==> src/rtl/riscv_defines.svh <==
// rtl/riscv_defines.svh - RV32M multiply opcode encodings shared with the multiplier decoder
`ifndef RISCV_DEFINES_SVH
`define RISCV_DEFINES_SVH

`define MUL_OP_WIDTH 2
`define MUL_OP_MUL   2'd0
`define MUL_OP_MULH  2'd1
`define MUL_OP_MULSU 2'd2
`define MUL_OP_MULU  2'd3

`endif

==> src/rtl/multiplier_seq_pkg.sv <==
// rtl/multiplier_seq_pkg.sv - shared constants and helpers for multiplier_seq
// Build option: MUL_RADIX4_EN retires two multiplier bits per CALC cycle.
`include "riscv_defines.svh"

package multiplier_seq_pkg;

  localparam int XLEN = 32;

`ifdef MUL_RADIX4_EN
  localparam int MUL_STEP = 2;
`else
  localparam int MUL_STEP = 1;
`endif

  localparam int MUL_ITERS = XLEN / MUL_STEP;
  localparam int CNT_W     = $clog2(MUL_ITERS);

  typedef logic [`MUL_OP_WIDTH-1:0] mul_op_t;

  // |0x80000000| wraps back to 0x80000000, which is the correct unsigned magnitude
  function automatic logic [XLEN-1:0] magnitude(input logic [XLEN-1:0] v, input logic is_signed);
    return (is_signed && v[XLEN-1]) ? (~v + 1'b1) : v;
  endfunction

endpackage

==> src/rtl/mul_operand_prep.sv <==
// rtl/mul_operand_prep.sv - combinational operand conditioning for multiplier_seq
module mul_operand_prep
  import multiplier_seq_pkg::*;
(
  input  logic [`MUL_OP_WIDTH-1:0] MULop,
  input  logic [XLEN-1:0]          factor1,
  input  logic [XLEN-1:0]          factor2,
  output logic [XLEN-1:0]          abs_a,
  output logic [XLEN-1:0]          abs_b,
  output logic                     neg,
  output logic                     hi_sel
);

  logic a_signed;
  logic b_signed;

  always_comb begin
    a_signed = 1'b0;
    b_signed = 1'b0;
    hi_sel   = 1'b1;
    case (MULop)
      `MUL_OP_MUL:   hi_sel = 1'b0;
      `MUL_OP_MULH:  begin
        a_signed = 1'b1;
        b_signed = 1'b1;
      end
      `MUL_OP_MULSU: a_signed = 1'b1;
      default:       ;
    endcase
  end

  assign abs_a = magnitude(factor1, a_signed);
  assign abs_b = magnitude(factor2, b_signed);
  assign neg   = (a_signed & factor1[XLEN-1]) ^ (b_signed & factor2[XLEN-1]);

endmodule

==> src/rtl/multiplier_seq.sv <==
// rtl/multiplier_seq.sv - iterative shift-add RV32M multiplier (MUL/MULH/MULHSU/MULHU)
// Build option: MUL_RADIX4_EN halves the CALC phase to 16 cycles.
module multiplier_seq
  import multiplier_seq_pkg::*;
(
  input  logic                     clk,
  input  logic                     rst,
  input  logic [XLEN-1:0]          factor1,
  input  logic [XLEN-1:0]          factor2,
  input  logic [`MUL_OP_WIDTH-1:0] MULop,
  input  logic                     mul_valid,
  output logic                     mul_ready,
  output logic [XLEN-1:0]          product
);

  typedef enum logic [1:0] {IDLE, CALC, SIGN, DONE} mul_state_t;

  mul_state_t          state;
  logic [XLEN-1:0]     abs_a;
  logic [XLEN-1:0]     abs_b;
  logic                neg;
  logic                hi_sel;

  logic [2*XLEN-1:0]   acc;
  logic [2*XLEN-1:0]   mcand;
  logic [XLEN-1:0]     mplier;
  logic                neg_q;
  logic                hi_q;
  logic [CNT_W-1:0]    cnt;
  logic [2*XLEN-1:0]   partial;
  logic [2*XLEN-1:0]   signed_acc;

  mul_operand_prep u_prep (
    .MULop   (MULop),
    .factor1 (factor1),
    .factor2 (factor2),
    .abs_a   (abs_a),
    .abs_b   (abs_b),
    .neg     (neg),
    .hi_sel  (hi_sel)
  );

  // mcand is pre-shifted each cycle, so the partial product needs no barrel shift by cnt
  always_comb begin
`ifdef MUL_RADIX4_EN
    partial = (mplier[0] ? mcand : '0) + (mplier[1] ? {mcand[2*XLEN-2:0], 1'b0} : '0);
`else
    partial = mplier[0] ? mcand : '0;
`endif
    signed_acc = neg_q ? (~acc + 1'b1) : acc;
  end

  always_ff @(posedge clk) begin
    if (rst) begin
      state     <= IDLE;
      mul_ready <= 1'b0;
      product   <= '0;
      acc       <= '0;
      mcand     <= '0;
      mplier    <= '0;
      neg_q     <= 1'b0;
      hi_q      <= 1'b0;
      cnt       <= '0;
    end else begin
      mul_ready <= 1'b0;
      case (state)
        IDLE: begin
          if (mul_valid) begin
            mcand  <= {{XLEN{1'b0}}, abs_a};
            mplier <= abs_b;
            neg_q  <= neg;
            hi_q   <= hi_sel;
            acc    <= '0;
            cnt    <= '0;
            state  <= CALC;
          end
        end
        CALC: begin
          acc    <= acc + partial;
          mcand  <= mcand << MUL_STEP;
          mplier <= mplier >> MUL_STEP;
          cnt    <= cnt + 1'b1;
          if (cnt == CNT_W'(MUL_ITERS - 1)) state <= SIGN;
        end
        SIGN: begin
          product   <= hi_q ? signed_acc[2*XLEN-1:XLEN] : signed_acc[XLEN-1:0];
          mul_ready <= 1'b1;
          state     <= DONE;
        end
        DONE: state <= IDLE;
        default: state <= IDLE;
      endcase
    end
  end

endmodule

==> config.mk <==
export PLATFORM = sky130hd
export DESIGN_NAME = multiplier_seq
export DESIGN_NICKNAME = d
export VERILOG_FILES = /design/src/rtl/multiplier_seq_pkg.sv /design/src/rtl/mul_operand_prep.sv /design/src/rtl/multiplier_seq.sv
export VERILOG_INCLUDE_DIRS = /design/src /design/src/rtl
export SDC_FILE = /design/constraint.sdc
export NUM_CORES = 1
export LEC_CHECK = 0
export CELL_PAD_IN_SITES_DETAIL_PLACEMENT = 1
export CELL_PAD_IN_SITES_GLOBAL_PLACEMENT = 1
export CORE_MARGIN = 5
export CORE_UTILIZATION = 44
export CTS_BUF_LIST = sky130_fd_sc_hd__clkbuf_16
export DETAILED_ROUTE_END_ITERATION = 8
export GPL_ROUTABILITY_DRIVEN = 0
export PLACE_DENSITY_LB_ADDON = 0.1
export SLEW_MARGIN = 20
export SYNTH_ARGS = -nofsm -noshare
export SYNTH_HDL_FRONTEND = slang
export SYNTH_SLANG_ARGS = --single-unit
==> constraint.sdc <==
create_clock -name clk -period 4.85 [get_ports clk]
set_clock_uncertainty 0.05 [all_clocks]
set_input_delay 0.97 -clock clk [delete_from_list [all_inputs] [get_ports clk]]
set_output_delay 0.97 -clock clk [all_outputs]
set_load 0.005 [all_outputs]
==> out/qor.yml, run 1 <==
async_flop_share: 0
cp_common_cell: "a21oi_1"
htree_levels: 1
min-delay-start: "mplier[12]$_SDFFE_PP0P_"
drtAntennaViolNets: 0
drt_iter0_drc: 793
drive_above_1_share: 0.0399
power_frac_comb: 0.389
clk_path_buf_depth: 3
fin_cells: 2382
cp-end-kind: "flop"
start_util: 0.448
design.final.nets: 2105
critPathLaunchType: "flop"
max_freq_ghz: 0.235
p_leak_nw: 6.32
status: "completed"
synth_compound_area_frac: 0.271
core_area_sq_um: 31700
layout_common_cells: "nand2_1, dfxtp_1, o21ai_0, a21oi_1, nor2_1"
cp-startpoint: "mplier[0]$_SDFFE_PP0P_"
synth_edf_count: 0
num_antenna_cells: 0
synth_nets: 2076
layout_commonest_cell: "nand2_1"
vias: 14000
fin_util: 0.511
slew_violations: 0
hold_violations: 0
path_cells: "buf_4, and2_1, ha_1, a21o_1, o2111ai_1, a21oi_1, o311ai_0, a21oi_1, a211oi_1, o21a_1, o221ai_1, a21oi_1, o221ai_1, xnor2_1, o21ai_0"
wire_per_inst_um: 18.9
netlist_area_sq_um: 14200
p_switching_mw: 2.67
antenna_found_initial: 0
grt_pass1_vias: 14000
grt_max_degree: 66
cts_setup_buffers: 0
setup_viol: 0
dp.cells: 2337
rsz0062_at_grt: "false"
track_usage: 0.243
syn_avg_cell_area_sq_um: 7.36
period_minus_slack_ps: 4250
overflow: 0
cp.arrival_ps: 4670
peakVddDrop_v: 0.000265
power_frac_seq: 0.338
intPower_mw: 3.81
cts_buffers: 25
cts.sinks: 202
path_clk_slew_ps: 60
syn_inst: 1933
syn_to_final_growth_pct: 14.1
yosys.area_share.simple: 0.228
synthAdderAreaFrac: 0.0656
synth_ff_type: "dfxtp_1"
vias_per_cell: 5.86
cts_root_buf: "clkbuf_16"
dp_slack_ps: 573
tightest_slew_ps: 937
die_area_sq_um: 36000
drcViolationCount: 0
tns_ps: 0
ios: 102
yosys_warnings: 0
relSlewSlack: 0.373
r2r_start: "mplier[0]$_SDFFE_PP0P_"
crit_type: "flop to flop"
clock_latency_ps: 540
fp-row-count: 65
wirelength_um: 45000
power_mw: 6.48
critPathSlowestCell: "o311ai_0"
period_share: 0.876
die_y_um: 190
path_max_fanout: 27
synth_mux_area_frac: 0.00563
layout_setup_ws_ps: 601
synth_seq_cells: 202
first_pass_iters: 4
max_stage_delay_ps: 650
p_per_area_nw_per_um2: 400
max-cap-violations: 0
cts_tree: "done"
ctsHoldBuffers: 0
dp_hpwl_um: 34400
power_frac_clock: 0.273
grt_pass1_wl_um: 73500
yosysSeqAreaShare: 0.284
io_buffer_count: 101
yosys.area_share.xor_xnor: 0.103
synth_top_family_by_area: "compound AO/OA/AOI/OAI gates"
swShare: 0.412
worstHoldPathType: "flop to flop"
chipWidth_um: 190
cts_resized: 0
worstPathRequired_ps: 5270
synth_cell_type_count: 65
==> routing by layer <==
metal | track usage | routed length, um | share of wire | vias to the layer above
met5 | 0 | 0 | 0 | -
met4 | 0.0590 | 1120 | 0.025 | 0
met3 | 0.0220 | 1490 | 0.033 | 68
met2 | 0.407 | 20400 | 0.45 | 262
met1 | 0.341 | 22000 | 0.49 | 6694
li1 | - | - | - | 6931
==> sequential cells by signal, indices dropped and copies added, names as in the netlist <==
| signal | cells |
|---|---|
| acc | 64 |
| cnt | 5 |
| hi_q | 1 |
| mcand | 64 |
| mplier | 32 |
| mul_ready | 1 |
| neg_q | 1 |
| product | 32 |
| state | 2 |
==> layout make-up <==
cell class	instances	area, sq um
clock buffers	25	626
clock inverters	20	140
fillers	3976	15500
inverters	40	150
multi-input cells	1576	9630
flip-flops and latches	202	4050
well taps	402	503
repair buffers	117	1130
==> power by group through the flow <==
stage | sequential (mW) | clock [mW] | combinational, mW
2_1_floorplan | 2.12 | 0 | 1.80
3_3_place_gp | 2.21 | 0 | 2.47
3_5_place_dp | 2.22 | 0 | 2.53
4_1_cts | 2.19 | 1.81 | 2.54
5_1_grt | 2.23 | 1.88 | 2.81
6_report | 2.19 | 1.77 | 2.53
==> critical path: cells and delay by family (launching register included) <==
kind                       cells  cell delay, ps
AOI/OAI and AO/OA             11            2930
xor gates and xnor gates       1             150
and+or+nand+nor                1             180
adders and majority gates      1             290
DFF                            1             330
buffers and inverters          1             250
==> path summary, 6_finish.rpt <==
kind | end | slack, ps | depth (start not counted)
setup reg to reg | acc[58]$_SDFFE_PP0P_ | 600 | 15
hold / removal | mplier[12]$_SDFFE_PP0P_ | 400 | 2
setup / recovery | acc[58]$_SDFFE_PP0P_ | 600 | 15
hold reg to reg | mplier[12]$_SDFFE_PP0P_ | 400 | 2
==> metrics by stage <==
step                area [sq um]  hold WS (ps)
finish                     16200           399
global route               16200           419
CTS                        16200           403
detailed placement         15500           395
global placement           15500           385
floorplan                  14200           381
==> cell usage after synthesis, types with 3 or more instances <==
cell type	count	area share
or3_1	13	0.0057
nor3_1	35	0.012
a22oi_1	59	0.031
o2111ai_1	4	0.0025
nor2_1	179	0.047
nand3b_1	3	0.0016
o221ai_1	3	0.0018
o31ai_1	34	0.018
o41ai_1	14	0.0086
xor2_1	70	0.043
clkbuf_1	103	0.027
buf_1	11	0.0029
a21boi_0	3	0.0016
nand3_1	22	0.0077
inv_1	40	0.011
nand2_1	283	0.075
xnor2_1	98	0.060
and2_1	70	0.031
o22ai_1	3	0.0013
or4_1	12	0.0063
a211oi_1	17	0.0090
and3_1	13	0.0057
a21oi_1	179	0.063
dfxtp_1	202	0.28
o21ai_1	3	0.0011
nor4_1	10	0.0044
a221oi_1	6	0.0037
a21o_1	36	0.019
a31oi_1	16	0.0070
o21ai_0	184	0.065
a22o_1	11	0.0068
o31a_1	4	0.0025
o21bai_1	10	0.0053
nor2b_1	7	0.0031
or4_4	4	0.0032
o211ai_1	10	0.0053
or2_2	7	0.0031
o21a_1	10	0.0053
nand2b_1	15	0.0066
ha_1	73	0.064
mux2i_1	8	0.0056
a31o_2	3	0.0018
nand4_1	16	0.0070
==> cell families after synthesis <==
kind of cell | Yosys count
xor+xnor | 168
simple gates | 701
flops | 202
buf+inv | 155
compound gates | 625
fa+ha+maj | 74
mux | 8
(Power assumes the default switching activity.)
==> run 2: changes to the inputs <==
--- a/config.mk
+++ b/config.mk
@@ -14,7 +14,6 @@
 export DETAILED_ROUTE_END_ITERATION = 8
 export GPL_ROUTABILITY_DRIVEN = 0
 export PLACE_DENSITY_LB_ADDON = 0.1
-export SLEW_MARGIN = 20
 export SYNTH_ARGS = -nofsm -noshare
 export SYNTH_HDL_FRONTEND = slang
 export SYNTH_SLANG_ARGS = --single-unit
==> results of run 2 <==
Same layout as run 1: the final DEF is identical, and so are final timing and power.
==> run 3: changes to the inputs <==
--- a/config.mk
+++ b/config.mk
@@ -17,3 +17,4 @@
 export SYNTH_ARGS = -nofsm -noshare
 export SYNTH_HDL_FRONTEND = slang
 export SYNTH_SLANG_ARGS = --single-unit
+export TNS_END_PERCENT = 30
==> results of run 3 <==
Same layout as run 1: the final DEF is identical, and so are final timing and power.
